$ cat config.mk
export PLATFORM = sky130hd
export DESIGN_NAME = vga_timing_gen
export DESIGN_NICKNAME = d
export VERILOG_FILES = /design/src/rtl/vga_pkg.sv /design/src/rtl/vga_axis_counter.sv /design/src/rtl/vga_timing_gen.sv
export SDC_FILE = /design/constraint.sdc
export NUM_CORES = 1
export LEC_CHECK = 0
export CORE_MARGIN = 5
export CORE_UTILIZATION = 43
export DETAILED_ROUTE_END_ITERATION = 10
export PLACE_DENSITY_LB_ADDON = 0.12
export SKIP_LAST_GASP = 1
export SLEW_MARGIN = 20
export SYNTH_ARGS = -nofsm -noshare
export SYNTH_HDL_FRONTEND = slang
export SYNTH_SLANG_ARGS = --single-unit
$ cat constraint.sdc
create_clock -name Clk -period 4.6 [get_ports Clk]
set_input_delay 0.69 -clock Clk [delete_from_list [all_inputs] [get_ports Clk]]
set_output_delay 0.69 -clock Clk [all_outputs]
set_load 0.005 [all_outputs]
$ cat src/rtl/vga_pkg.sv
// ---------------------------------------------------------------------------
// vga_pkg
// Shared VGA timing definitions for the raster generator and its consumers
// (color_mapper4, sprite/ball/enemy modules).
//   coord_t        : 10-bit pixel coordinate type shared by all video modules.
//   VGA_*          : default 640x480@60 Hz timing, 50 MHz system clock.
//   H_/V_TOTAL, HS_/VS_START/END : derived line/frame geometry.
//   clog2_min1()   : counter width helper that never returns 0.
// ---------------------------------------------------------------------------
package vga_pkg;

    typedef logic [9:0] coord_t;

    localparam int unsigned VGA_CLK_DIV     = 2;
    localparam int unsigned VGA_H_VISIBLE   = 640;
    localparam int unsigned VGA_H_FRONT     = 16;
    localparam int unsigned VGA_H_SYNC      = 96;
    localparam int unsigned VGA_H_BACK      = 48;
    localparam int unsigned VGA_V_VISIBLE   = 480;
    localparam int unsigned VGA_V_FRONT     = 10;
    localparam int unsigned VGA_V_SYNC      = 2;
    localparam int unsigned VGA_V_BACK      = 33;
    localparam int unsigned VGA_ANIM_FRAMES = 8;

    localparam int unsigned H_TOTAL  = VGA_H_VISIBLE + VGA_H_FRONT + VGA_H_SYNC + VGA_H_BACK;
    localparam int unsigned V_TOTAL  = VGA_V_VISIBLE + VGA_V_FRONT + VGA_V_SYNC + VGA_V_BACK;
    localparam int unsigned HS_START = VGA_H_VISIBLE + VGA_H_FRONT;
    localparam int unsigned HS_END   = HS_START + VGA_H_SYNC;
    localparam int unsigned VS_START = VGA_V_VISIBLE + VGA_V_FRONT;
    localparam int unsigned VS_END   = VS_START + VGA_V_SYNC;

    // Width needed to count 0..n-1; a 1-bit minimum keeps degenerate
    // counters (n = 1 or 2) legal.
    function automatic int unsigned clog2_min1(input int unsigned n);
        if (n <= 32'd2) begin
            return 32'd1;
        end else begin
            return $clog2(n);
        end
    endfunction

endpackage : vga_pkg

$ cat src/rtl/vga_axis_counter.sv
// ---------------------------------------------------------------------------
// vga_axis_counter
// One raster axis (horizontal or vertical). Counts 0..TOTAL-1 on each inc
// strobe and derives the registered sync and active flags from the
// next-state count, so they line up with count in the same cycle.
//   Clk, Reset_n : clock, asynchronous active-low reset.
//   inc          : advance strobe (pix_en for H, h wrap for V).
//   count        : current position, 0..TOTAL-1.
//   wrap         : combinational, high when this edge takes count back to 0.
//   sync_n       : registered, low inside the sync interval.
//   active       : registered, high inside the visible interval.
// ---------------------------------------------------------------------------
module vga_axis_counter
    import vga_pkg::*;
#(
    parameter int unsigned VISIBLE = 640,
    parameter int unsigned FRONT   = 16,
    parameter int unsigned SYNC    = 96,
    parameter int unsigned BACK    = 48
) (
    input  logic   Clk,
    input  logic   Reset_n,
    input  logic   inc,
    output coord_t count,
    output logic   wrap,
    output logic   sync_n,
    output logic   active
);

    localparam int unsigned TOTAL      = VISIBLE + FRONT + SYNC + BACK;
    localparam coord_t      LAST_C     = coord_t'(TOTAL - 1);
    localparam coord_t      SYNC_LO_C  = coord_t'(VISIBLE + FRONT);
    localparam coord_t      SYNC_HI_C  = coord_t'(VISIBLE + FRONT + SYNC);
    localparam coord_t      VISIBLE_C  = coord_t'(VISIBLE);

    coord_t count_q;
    coord_t count_d;
    logic   sync_n_q;
    logic   sync_n_d;
    logic   active_q;
    logic   active_d;

    // Next position plus the flags that position will carry.
    always_comb begin
        count_d = count_q;
        if (inc) begin
            if (count_q == LAST_C) begin
                count_d = '0;
            end else begin
                count_d = count_q + 10'd1;
            end
        end else begin
            count_d = count_q;
        end
        sync_n_d = ~((count_d >= SYNC_LO_C) && (count_d < SYNC_HI_C));
        active_d = (count_d < VISIBLE_C);
    end

    // Axis state; reset lands on position 0 (visible, sync inactive).
    always_ff @(posedge Clk or negedge Reset_n) begin
        if (!Reset_n) begin
            count_q  <= '0;
            sync_n_q <= 1'b1;
            active_q <= 1'b1;
        end else begin
            count_q  <= count_d;
            sync_n_q <= sync_n_d;
            active_q <= active_d;
        end
    end

    assign count  = count_q;
    assign wrap   = inc && (count_q == LAST_C);
    assign sync_n = sync_n_q;
    assign active = active_q;

endmodule : vga_axis_counter

$ cat src/rtl/vga_timing_gen.sv
// ---------------------------------------------------------------------------
// vga_timing_gen
// 640x480@60 Hz raster timing from the 50 MHz system clock.
//   Clk, Reset_n : system clock, asynchronous active-low reset.
//   DrawX, DrawY : current pixel column / row (0..H_TOTAL-1, 0..V_TOTAL-1).
//   VGA_CLK      : pixel clock to the DAC, rising mid-pixel.
//   VGA_HS/VS    : active-low syncs, aligned with DrawX/DrawY.
//   VGA_BLANK_N  : high only in the visible region.
//   VGA_SYNC_N   : tied low (no sync-on-green).
//   pix_en       : one-Clk strobe; the raster advances on this edge.
//   line_start   : one-Clk pulse in the first cycle of a new line.
//   frame_start  : one-Clk pulse in the first cycle of a new frame.
//   changeFrame  : toggles every ANIM_FRAMES frames for sprite animation.
// ---------------------------------------------------------------------------
module vga_timing_gen
    import vga_pkg::*;
#(
    parameter int unsigned CLK_DIV     = VGA_CLK_DIV,
    parameter int unsigned H_VISIBLE   = VGA_H_VISIBLE,
    parameter int unsigned H_FRONT     = VGA_H_FRONT,
    parameter int unsigned H_SYNC      = VGA_H_SYNC,
    parameter int unsigned H_BACK      = VGA_H_BACK,
    parameter int unsigned V_VISIBLE   = VGA_V_VISIBLE,
    parameter int unsigned V_FRONT     = VGA_V_FRONT,
    parameter int unsigned V_SYNC      = VGA_V_SYNC,
    parameter int unsigned V_BACK      = VGA_V_BACK,
    parameter int unsigned ANIM_FRAMES = VGA_ANIM_FRAMES
) (
    input  logic       Clk,
    input  logic       Reset_n,
    output logic [9:0] DrawX,
    output logic [9:0] DrawY,
    output logic       VGA_CLK,
    output logic       VGA_HS,
    output logic       VGA_VS,
    output logic       VGA_BLANK_N,
    output logic       VGA_SYNC_N,
    output logic       pix_en,
    output logic       line_start,
    output logic       frame_start,
    output logic       changeFrame
);

    localparam int unsigned DIV_W  = clog2_min1(CLK_DIV);
    localparam int unsigned ANIM_W = clog2_min1(ANIM_FRAMES);

    localparam logic [DIV_W-1:0]  DIV_LAST_C  = DIV_W'(CLK_DIV - 1);
    localparam logic [DIV_W-1:0]  DIV_HALF_C  = DIV_W'(CLK_DIV / 2);
    localparam logic [ANIM_W-1:0] ANIM_LAST_C = ANIM_W'(ANIM_FRAMES - 1);

    logic [DIV_W-1:0]  div_cnt_q;
    logic [DIV_W-1:0]  div_cnt_d;
    logic [ANIM_W-1:0] anim_cnt_q;
    logic [ANIM_W-1:0] anim_cnt_d;
    logic              line_start_q;
    logic              line_start_d;
    logic              frame_start_q;
    logic              frame_start_d;
    logic              change_frame_q;
    logic              change_frame_d;

    coord_t h_count;
    coord_t v_count;
    logic   h_wrap;
    logic   v_wrap;
    logic   h_sync_n;
    logic   v_sync_n;
    logic   h_active;
    logic   v_active;

    // The raster steps on the last Clk of each pixel period.
    assign pix_en = (div_cnt_q == DIV_LAST_C);

    vga_axis_counter #(
        .VISIBLE (H_VISIBLE),
        .FRONT   (H_FRONT),
        .SYNC    (H_SYNC),
        .BACK    (H_BACK)
    ) u_h_axis (
        .Clk     (Clk),
        .Reset_n (Reset_n),
        .inc     (pix_en),
        .count   (h_count),
        .wrap    (h_wrap),
        .sync_n  (h_sync_n),
        .active  (h_active)
    );

    // The vertical axis only moves on the edge that ends a line.
    vga_axis_counter #(
        .VISIBLE (V_VISIBLE),
        .FRONT   (V_FRONT),
        .SYNC    (V_SYNC),
        .BACK    (V_BACK)
    ) u_v_axis (
        .Clk     (Clk),
        .Reset_n (Reset_n),
        .inc     (h_wrap),
        .count   (v_count),
        .wrap    (v_wrap),
        .sync_n  (v_sync_n),
        .active  (v_active)
    );

    // Pixel divider, line/frame strobes and the animation frame counter.
    always_comb begin
        if (div_cnt_q == DIV_LAST_C) begin
            div_cnt_d = '0;
        end else begin
            div_cnt_d = div_cnt_q + DIV_W'(1);
        end

        // v_wrap implies h_wrap, so it marks the (0,0) edge on its own.
        line_start_d  = h_wrap;
        frame_start_d = v_wrap;

        anim_cnt_d     = anim_cnt_q;
        change_frame_d = change_frame_q;
        if (v_wrap) begin
            if (anim_cnt_q == ANIM_LAST_C) begin
                anim_cnt_d     = '0;
                change_frame_d = ~change_frame_q;
            end else begin
                anim_cnt_d     = anim_cnt_q + ANIM_W'(1);
            end
        end else begin
            anim_cnt_d     = anim_cnt_q;
            change_frame_d = change_frame_q;
        end
    end

    // Divider, strobe and animation state.
    always_ff @(posedge Clk or negedge Reset_n) begin
        if (!Reset_n) begin
            div_cnt_q      <= '0;
            anim_cnt_q     <= '0;
            line_start_q   <= 1'b0;
            frame_start_q  <= 1'b0;
            change_frame_q <= 1'b0;
        end else begin
            div_cnt_q      <= div_cnt_d;
            anim_cnt_q     <= anim_cnt_d;
            line_start_q   <= line_start_d;
            frame_start_q  <= frame_start_d;
            change_frame_q <= change_frame_d;
        end
    end

    // Upper half of the pixel period, so the DAC's rising edge is mid-pixel.
    assign VGA_CLK     = (div_cnt_q >= DIV_HALF_C);
    assign DrawX       = h_count;
    assign DrawY       = v_count;
    assign VGA_HS      = h_sync_n;
    assign VGA_VS      = v_sync_n;
    assign VGA_BLANK_N = h_active & v_active;
    assign VGA_SYNC_N  = 1'b0;
    assign line_start  = line_start_q;
    assign frame_start = frame_start_q;
    assign changeFrame = change_frame_q;

endmodule : vga_timing_gen

==> results.md <==
- Top cell type by total area after synthesis: dfrtp_1
- Pre-CTS WS: 2.19 ns
- Clk root buf: clkbuf_8
- Synth area leaders: dfrtp_1 (42%), dfstp_2 (6.6%), nand2_1 (5.4%)
- Logic pwr share: 0.014
- Fin nets: 199
- Max FO, Critical Path: 10
- DR pass1 iterations: 4
- Worst min path class: flop to flop
- Drt drc: 0
- Crit path DAT: 2.61 ns
- Top-count cell post-synth: dfrtp_1
- Async set or reset register ratio after synthesis: 1.00
- Most frequent cells after synthesis: dfrtp_1 (27), nand2_1 (23), nand3_1 (9)
- Crit end category: flop
- Worst-margin pin slew: 0.875 ns
- Post-synthesis sequential area ratio: 0.490
- Clk buf depth: 2
- WL/cell: 14.4 um
- Post-DP HPWL: 2500 um
- Largest net degree at the start of global routing: 32
- Port Buffers: 29
- Non-Filler Instances: 241
- ANT cells: 0
- Vias in the first global route: 1260
- Avg Synthesized Cell Area: 9.95 sq um
- Setup Viol. Count Final: 0
- Clock buffer count from CTS: 5
- IO Count: 31
- Initial Util: 0.438
- Final Max Slew Viols: 0
- Final Skew: 0.00462 ns
- H-tree depth: 2
- Maximum capacitance violations: 0
- Synth Cell Area: 1590 sq um
- Placed instance area: 1920 sq um
- Post-synthesis mux area share: 0.0141
- RSZ-0062 raised after global routing: false
- Clock share of power: 0.418
- Die ar.: 5020 sq um
- Status: completed
- Synth warn: 0
- Worst-Skew Late Latency: 0.28 ns
- EDFF count, synth: 0
- Leakage Power: 0.868 nW
- Dpl cells: 233
- Clk slew on worst S/H paths: 0.06 ns
- Syn nets: 167
- Global-route wire length before repair: 6020 um
- Die Width: 70.9 um
- Sequential Power Share: 0.569
- # fillers: 338
- Fin area: 2000 sq um
- Synth Area in XOR/XNOR: 0.0660
- Fmax achieved: 410 MHz
- GPL Wtd Cong: 0.851
- Fin crit period: 2.44 ns
- Seq cells post-synth: 31
- DR iter-0 viols: 61
- Final setup margin: 2.16 ns
- Post-CTS setup buffer count: 0
- Core area: 3630 sq um
- Synthesis-to-layout area growth: 25.5%
- Total clock sinks: 31
- Share of layout cells above drive strength 1: 0.0933
- Worst vdd ir: 0.140 mV
- Pwr dens: 240 nW/um^2
- Pint: 0.000380 W
- CP required: 4.77 ns
- Die height: 70.9 um
- Setup_tns: 0 ns
- GRT Util Overall: 0.152
- Congestion Overflow GR: 0
- Cts hold-fix bufs: 0
- Post-cts sizing count: 0
- Simple-Gate Fraction of Synth Area: 0.248
- Switching Fraction: 0.208
- Crit Path Category: flop to flop
- CTS tree: done
- Synth top area share: 0.424
- Final Cycle Share: 0.530
- Post-synthesis compound-gate area fraction: 0.0998
- Vias: 1294
- Most used DFF post-synth: dfrtp_1
- Setup crit start kind: flop
- Net Switching: 0.0000999 W
- Post-synthesis adder-cell area fraction: 0.0393
- Fin. Hold Viols: 0
- Avg Vias per Cell: 5.37
- Routed WL: 3460 um
- Syn Inst Count: 160
- Initial antenna violation count: 0
- Worst slew margin: 0.411
- Row cnt: 22
- Yosys cell types: 43
- Main combinational cell family by area after synthesis: simple AND/OR/NAND/NOR gates
- Routed Antenna Nets: 0
==> final cells by class <==
cell class / count / area [sq um] / share of cell area
well taps: 48 / 60.1 / 0.0301
clock inverters: 1 / 5.00 / 0.00250
repair buffers: 30 / 298 / 0.149
clock buffers: 7 / 76.3 / 0.0382
inverters: 8 / 30.0 / 0.0150
multi-input cells: 116 / 748 / 0.374
flip-flops and latches: 31 / 781 / 0.391
==> critical path, stage by stage, from the launching register on <==
cell and delay (ns):
dfrtp_1 0.41, ha_1 0.23, nand3_1 0.15, or4_4 0.63
clkinv_1 0.21, nand2_1 0.16, clkinv_1 0.19, mux2_2 0.35
==> power by group through the flow <==
stage | Combinational [W] | Clock (W) | Sequential [W]
final | 0.00000653 | 0.000201 | 0.000273
after global placement | 0.00000695 | 0 | 0.000278
after global routing | 0.00000810 | 0.000219 | 0.000273
after floorplan | 0.000000794 | 0 | 0.000278
after CTS | 0.00000717 | 0.000207 | 0.000273
after detailed placement | 0.00000719 | 0 | 0.000278
==> through the flow <==
step / util / total power [W] / hold WS (ns)
after floorplan: - / 0.000279 / 0.394
after global placement: 0.528 / 0.000285 / 0.464
after detailed placement: 0.528 / 0.000285 / 0.467
after CTS: 0.550 / 0.000487 / 0.483
after global routing: 0.550 / 0.000500 / 0.501
final: 0.550 / 0.000480 / 0.479
==> cell families after synthesis <==
group,count (synthesis)
buffers and inverters,13
other,1
multiplexers,2
AO/OA/AOI/OAI,23
adder cells (fa/ha/maj),5
XOR/XNOR,12
flip-flops,31
AND/OR/NAND/NOR,73
==> final timing paths <==
| path | startpoint | end | slack, ns | cells after the start |
|---|---|---|---|---|
| setup / recovery | u_h_axis.count[0]$_DFF_PN0_ | anim_cnt_q[0]$_DFFE_PN0P_ | 2.16 | 7 |
| hold / removal | changeFrame$_DFFE_PN0P_ | changeFrame$_DFFE_PN0P_ | 0.48 | 1 |
| setup reg to reg | u_h_axis.count[0]$_DFF_PN0_ | anim_cnt_q[0]$_DFFE_PN0P_ | 2.16 | 7 |
| hold reg to reg | changeFrame$_DFFE_PN0P_ | changeFrame$_DFFE_PN0P_ | 0.48 | 1 |
| max in group asynchronous | Reset_n | u_h_axis.sync_n$_DFF_PN1_ | 3.48 | 2 |
| min in group asynchronous | Reset_n | u_v_axis.count[1]$_DFF_PN0_ | 0.80 | 2 |
==> cells in the final DEF, fill, tap and decap left out, types with 2 or more instances in the layout <==
| cell | netlist | final |
|---|---|---|
| nand2_1 | 23 | 23 |
| or4_4 | 2 | 2 |
| nand3_1 | 9 | 9 |
| xor2_1 | 5 | 5 |
| nand4_1 | 8 | 8 |
| nor3_1 | 6 | 6 |
| a21o_1 | 2 | 2 |
| clkinv_1 | 2 | 2 |
| and3_1 | 2 | 2 |
| inv_1 | 6 | 6 |
| xnor2_1 | 7 | 7 |
| dfstp_2 | 4 | 4 |
| o21ai_0 | 8 | 8 |
| clkdlybuf4s50_1 | 0 | 29 |
| o21a_1 | 2 | 2 |
| nor2_1 | 7 | 7 |
| and2_1 | 3 | 3 |
| nor4_1 | 2 | 2 |
| ha_1 | 5 | 5 |
| mux2_2 | 2 | 2 |
| or4_1 | 2 | 2 |
| and4_1 | 3 | 3 |
| clkbuf_8 | 0 | 5 |
| dfrtp_1 | 27 | 27 |
| clkbuf_1 | 2 | 2 |
==> routing by layer <==
layer  wire length [um]  track usage  share of wire  vias to the layer above
met1               1630        0.194           0.47                      624
met5                  0            0              0                        -
met3                202       0.0597          0.058                        7
li1                   -            -              -                      631
met4                 59       0.0626          0.017                        0
met2               1570        0.231           0.45                       32
No activity file was read; power rests on OpenSTA's default activity.
